===== src/rtl/impl_sched_pkg.sv =====
// impl_sched_pkg: FSM encoding, requester IDs and stats width shared by impl_sched.
package impl_sched_pkg;

    typedef enum logic [1:0] {
        IDLE = 2'd0,
        EXEC = 2'd1,
        DONE = 2'd2
    } state_t;

    localparam logic REQ0   = 1'b0;
    localparam logic REQ1   = 1'b1;
    localparam int   STAT_W = 16;

    function automatic logic [STAT_W-1:0] sat_inc(input logic [STAT_W-1:0] v);
        return (&v) ? v : v + 1'b1;
    endfunction

endpackage


===== src/rtl/impl_sched_unit.sv =====
// impl_sched_unit: shared adder, single-cycle (fast_impl) or bit-serial over WIDTH cycles (slow_impl).
// done is high in the cycle whose closing edge makes sum final.
module impl_sched_unit #(
    parameter bit USE_FAST = 1'b1,
    parameter int WIDTH    = 8
) (
    input  logic             clk,
    input  logic             rst,
    input  logic             start,
    input  logic [WIDTH-1:0] a,
    input  logic [WIDTH-1:0] b,
    output logic             done,
    output logic [WIDTH-1:0] sum
);

    generate
        if (USE_FAST) begin : fast_impl
            always_ff @(posedge clk) begin
                if (rst)
                    sum <= '0;
                else if (start)
                    sum <= a + b;
            end
            assign done = start;
        end else begin : slow_impl
            localparam int CW = $clog2(WIDTH);
            logic [CW-1:0]    cnt;
            logic [WIDTH-1:0] a_sh, b_sh;
            logic             carry, run;
            // bit 0 is resolved on the start edge so the result is final WIDTH cycles after start
            always_ff @(posedge clk) begin
                if (rst) begin
                    cnt   <= '0;
                    a_sh  <= '0;
                    b_sh  <= '0;
                    carry <= 1'b0;
                    run   <= 1'b0;
                    sum   <= '0;
                end else if (start) begin
                    a_sh  <= a >> 1;
                    b_sh  <= b >> 1;
                    sum   <= {a[0] ^ b[0], sum[WIDTH-1:1]};
                    carry <= a[0] & b[0];
                    cnt   <= CW'(1);
                    run   <= 1'b1;
                end else if (run) begin
                    a_sh  <= a_sh >> 1;
                    b_sh  <= b_sh >> 1;
                    sum   <= {a_sh[0] ^ b_sh[0] ^ carry, sum[WIDTH-1:1]};
                    carry <= (a_sh[0] & b_sh[0]) | (carry & (a_sh[0] ^ b_sh[0]));
                    cnt   <= cnt + 1'b1;
                    run   <= cnt != CW'(WIDTH - 1);
                end
            end
            assign done = run && (cnt == CW'(WIDTH - 1));
        end
    endgenerate

endmodule


===== src/rtl/impl_sched.sv =====
// impl_sched: round-robin scheduler sharing one adder between two requesters.
// Optional IMPL_SCHED_STATS_EN enables the saturating ops/stall counters.
module impl_sched
    import impl_sched_pkg::*;
#(
    parameter bit USE_FAST = 1'b1,
    parameter int WIDTH    = 8
) (
    input  logic              clk,
    input  logic              rst,
    input  logic              req0_valid,
    output logic              req0_ready,
    input  logic [WIDTH-1:0]  req0_a,
    input  logic [WIDTH-1:0]  req0_b,
    input  logic              req1_valid,
    output logic              req1_ready,
    input  logic [WIDTH-1:0]  req1_a,
    input  logic [WIDTH-1:0]  req1_b,
    output logic              rsp_valid,
    input  logic              rsp_ready,
    output logic              rsp_id,
    output logic [WIDTH-1:0]  rsp_data,
    output logic              busy,
    output logic [STAT_W-1:0] stat_ops0,
    output logic [STAT_W-1:0] stat_ops1,
    output logic [STAT_W-1:0] stat_stall
);

    state_t           state;
    logic             last_grant, gnt1, accept, done;
    logic [WIDTH-1:0] sum;

    // on a tie the requester that did not win last time gets the grant
    assign gnt1       = req1_valid && (!req0_valid || last_grant == REQ0);
    assign accept     = (state == IDLE) && (req0_valid || req1_valid);
    assign req0_ready = accept && !gnt1;
    assign req1_ready = accept && gnt1;
    assign rsp_data   = sum;

    impl_sched_unit #(.USE_FAST(USE_FAST), .WIDTH(WIDTH)) u_unit (
        .clk   (clk),
        .rst   (rst),
        .start (accept),
        .a     (gnt1 ? req1_a : req0_a),
        .b     (gnt1 ? req1_b : req0_b),
        .done  (done),
        .sum   (sum)
    );

    always_ff @(posedge clk) begin
        if (rst) begin
            state      <= IDLE;
            last_grant <= REQ1;
            rsp_valid  <= 1'b0;
            rsp_id     <= REQ0;
            busy       <= 1'b0;
        end else begin
            case (state)
                IDLE: if (accept) begin
                    rsp_id     <= gnt1 ? REQ1 : REQ0;
                    last_grant <= gnt1 ? REQ1 : REQ0;
                    busy       <= 1'b1;
                    rsp_valid  <= done;
                    state      <= done ? DONE : EXEC;
                end
                EXEC: if (done) begin
                    rsp_valid <= 1'b1;
                    state     <= DONE;
                end
                DONE: if (rsp_ready) begin
                    rsp_valid <= 1'b0;
                    busy      <= 1'b0;
                    state     <= IDLE;
                end
                default: state <= IDLE;
            endcase
        end
    end

`ifdef IMPL_SCHED_STATS_EN
    always_ff @(posedge clk) begin
        if (rst) begin
            stat_ops0  <= '0;
            stat_ops1  <= '0;
            stat_stall <= '0;
        end else begin
            if (req0_ready)
                stat_ops0 <= sat_inc(stat_ops0);
            if (req1_ready)
                stat_ops1 <= sat_inc(stat_ops1);
            if (rsp_valid && !rsp_ready)
                stat_stall <= sat_inc(stat_stall);
        end
    end
`else
    assign stat_ops0  = '0;
    assign stat_ops1  = '0;
    assign stat_stall = '0;
`endif

endmodule

===== config.mk =====
export PLATFORM = sky130hd
export DESIGN_NAME = impl_sched
export DESIGN_NICKNAME = d
export VERILOG_FILES = /design/src/rtl/impl_sched_pkg.sv /design/src/rtl/impl_sched_unit.sv /design/src/rtl/impl_sched.sv
export SDC_FILE = /design/constraint.sdc
export NUM_CORES = 1
export LEC_CHECK = 0
export CAP_MARGIN = 25
export CORE_MARGIN = 3
export CORE_UTILIZATION = 41
export CTS_CLUSTER_DIAMETER = 50
export DETAILED_ROUTE_END_ITERATION = 16
export PLACE_DENSITY = 0.87
export REMOVE_ABC_BUFFERS = 1
export SYNTH_ARGS = -nofsm -noshare
export SYNTH_HDL_FRONTEND = slang
export SYNTH_HIERARCHICAL = 1
export SYNTH_SLANG_ARGS = --single-unit

===== constraint.sdc =====
create_clock -name clk -period 5.3 [get_ports clk]
set_input_delay 0.795 -clock clk [delete_from_list [all_inputs] [get_ports clk]]
set_output_delay 0.795 -clock clk [all_outputs]
set_load 0.1 [all_outputs]

==> metrics.md <==
| Metric | Value |
|---|---|
| Final wirelength | about 3400 microns |
| Post-synth EDFFs | 0 |
| Worst EP arrival | between 3 and 4 ns |
| Critical-path top delay cell | clkdlybuf4s50_1 |
| IO Count | 98 |
| CP Capture Type | output port |
| Fin Clk Skew | about 0.0046 ns |
| Hold_buf cts | 0 |
| First-pass GRT wire length | approximately 5500 microns |
| Tightest Hold Check Type | reg -> reg |
| Placer Congestion | 0.821 |
| Fin Setup TNS | 0 ns |
| Cts repair resizes | 0 |
| Achievable Freq | approximately 0.26 GHz |
| IO buf count | 49 |
| Die width | between 60 and 70 microns |
| Prevailing post-synth register cell | dfxtp_1 |
| Worst-Skew Late Latency | approximately 0.25 ns |
| Min Hold Slack | roughly 0.47 ns |
| Clock sink total | 14 |
| Routed Antenna Nets | 0 |
| Layout cells sized above 1 | 0.136 |
| CTS tree | yes |
| CP max stage delay | about 1.2 ns |
| Vias in the first global route | roughly 1.3k |
| Reg clk slew, reported paths | ~0.060 ns |
| Status | finished clean |
| Final setup viols | 0 |
| TritonCTS Buffers | 3 |
| Initial Util | 0.436 |
| Core area | ~3700 sq um |
| Final Hold Fails | 0 |
| CP top delay family | buffers and inverters |
| PwrDens | 558 nW/um^2 |
| Worst-path cell chain | clkdlybuf4s50_1 -> a21boi_2 -> buf_4 -> nor2_1 -> clkdlybuf4s50_1 |
| Worst-margin pin slew | 0.975 ns |
| Row Count | 22 |
| Async set-or-reset flop fraction in the synthesized netlist | 0 |
| Mapped cell area | about 1600 sq um |
| Max_cap viols | 0 |
| Seq/Total Area, Yosys | 0.172 |
| Worst path most repeated cell | clkdlybuf4s50_1 |
| Largest net degree at the start of global routing | 20 |
| Final Cycle Share | 0.721 |
| Gr usage total | 0.136 |
| Netlist cell types | 48 |
| GR peak layer | met2 |
| Reg2reg start | last_grant$_SDFFE_PP1P_ |
| Buf/Inv on CP | 3 |
| Initial DRC count | around 120 |
| Hpwl dp | 2740 microns |
| Placed instance count | 280 |
| Hold Startpoint | rsp_valid$_SDFFE_PP0P_ |
| Met2 GRT Util | 0.257 |
| Slew margin rel. | 0.348 |
| Post-CTS setup buffers | 0 |
| Root Buffer | clkbuf_8 |
| Mapped Avg Cell Area | just under 9 sq um |
| Power Total | roughly 0.0011 W |
| Leak Pwr | 0.886 nW |
| Crit Path Max Fanout | 19 |
| # DRC | 0 |
| Diodes inserted | 0 |
| Die Span Y | 69.1 microns |
| M1 GR Usage | 0.144 |
| Final Max Tran Viols | 0 |
| H-tree levels | 1 |
| Avg WL per Cell | approximately 12 microns |
| Crit path launch type | input port |
| Via density per instance | roughly 4.7 |
| Final nets | around 290 |
| Fin crit period | between 3 and 4 ns |
| Crit Path Class | in -> out |
| Total number of vias | between 1k and 1.5k |
| Buffer depth of the longest clock path | 2 |
| Maximum vdd drop | about 0.00023 V |
| GR Overflow Total | 0 |
| Synthesized instance count | between 150 and 200 |
| Layout area overhead | 24.3% |
| RSZ-0062 raised after global routing | false |
| Initial antenna violation count | 0 |
| Final non-filler cell total | roughly 280 |
| Pre-antenna DRT Iters | 4 |
| Ys Warns | 6 |
| Yosys reg bits | 14 |
| WP data required | between 4 and 5 ns |
| Die area | 4780 sq um |
| M3 GR Usage | 0.0466 |
| Critical Path Start | req1_valid |
==> area by class of cell <==
class	instances	area, sq um
Fill cell	355	1710
Inverter	12	45.0
Multi-Input combinational cell	156	1090
Tap cell	48	60.1
Timing Repair Buffer	50	495
Sequential cell	14	280
Clock buffer	4	55.1
==> state kept, by name (all words and copies together) (netlist names) <==
| signal | cells |
|---|---|
| busy | 1 |
| last_grant | 1 |
| rsp_id | 1 |
| rsp_valid | 1 |
| state | 2 |
| u_unit/sum | 8 |
==> worst paths after layout <==
path,end,slack [ns],depth (start not counted)
worst min-delay path,rsp_valid$_SDFFE_PP0P_,0.47,2
worst max register to register,u_unit/sum[7]$_SDFFE_PP0P_,2.85,8
worst min register to register,rsp_valid$_SDFFE_PP0P_,0.47,2
worst max-delay path,req0_ready,1.48,5
==> cells in the final DEF, fill, tap and decap left out, drive strengths merged, types with 2 or more instances in the layout <==
cell type and count:
clkdlybuf4s50 48, a21oi 6, nor3b 4, ha 12, a211oi 3, nand2b 2, o2111ai 2, mux2 16
mux2i 2, dfxtp 14, buf 2, nor2b 4, o31ai 2, nor2 9, conb 48, o31a 2
nand3 5, or3 2, nor3 5, o21a 6, inv 12, o21ai 3, or4 3, a31oi 3
clkbuf 4
==> where the power goes <==
group | leakage (nW) | internal [W] | switching [W]
Combinational | 0.742 | 0.000232 | 0.000620
Clock | 0.0288 | 0.0000659 | 0.0000404
Sequential | 0.116 | 0.000148 | 0.0000276
==> synthesized netlist by cell type, types with 2 or more instances <==
cell type / instances / area share
a31oi_1: 3 / 0.011
nor3_1: 4 / 0.012
o21a_1: 5 / 0.023
nor2b_1: 4 / 0.015
nand3_1: 5 / 0.015
o2111ai_1: 2 / 0.011
inv_1: 12 / 0.028
nor3b_1: 3 / 0.014
or4_1: 3 / 0.014
a21oi_1: 6 / 0.018
ha_1: 12 / 0.092
dfxtp_1: 14 / 0.17
a211oi_1: 3 / 0.014
buf_4: 50 / 0.23
o21ai_0: 3 / 0.0092
mux2i_1: 2 / 0.012
nor2_1: 9 / 0.021
o31ai_1: 2 / 0.0092
mux2_2: 16 / 0.11
nand2b_1: 2 / 0.0077
==> kinds of logic (layout without fill, tap and decap cells) <==
| logic type | after synthesis | count (layout) | share of synthesized area |
|---|---|---|---|
| AOI/OAI and AO/OA | 37 | 37 | 0.178 |
| xor gates and xnor gates | 2 | 2 | 0.0107 |
| adders and majority gates | 13 | 13 | 0.104 |
| buffers and inverters | 65 | 66 | 0.269 |
| DFF | 14 | 14 | 0.172 |
| muxes | 18 | 18 | 0.123 |
| other | 1 | 48 | 0.00230 |
| and+or+nand+nor | 38 | 38 | 0.142 |
==> per-stage QoR <==
step | util | setup slack (ns) | cell area [sq um]
floorplan | - | 1.38 | 1420
global placement | 0.527 | 1.54 | 1970
detailed placement | 0.527 | 1.48 | 1970
CTS | 0.542 | 1.48 | 2030
global route | 0.542 | 1.41 | 2030
finish | 0.542 | 1.48 | 2030
==> per-layer routing <==
layer,share of wire,up-vias
met5,0,-
met4,0.012,0
met3,0.073,7
met2,0.54,49
met1,0.38,610
li1,-,664
==> worst min-delay path, delay by kind of cell (launching register included) <==
family | cells | cell delay [ns]
AOI/OAI and AO/OA | 1 | 0.05
DFF | 1 | 0.31
buffers and inverters | 1 | 0.07
Power figures use the tool's default switching activity.
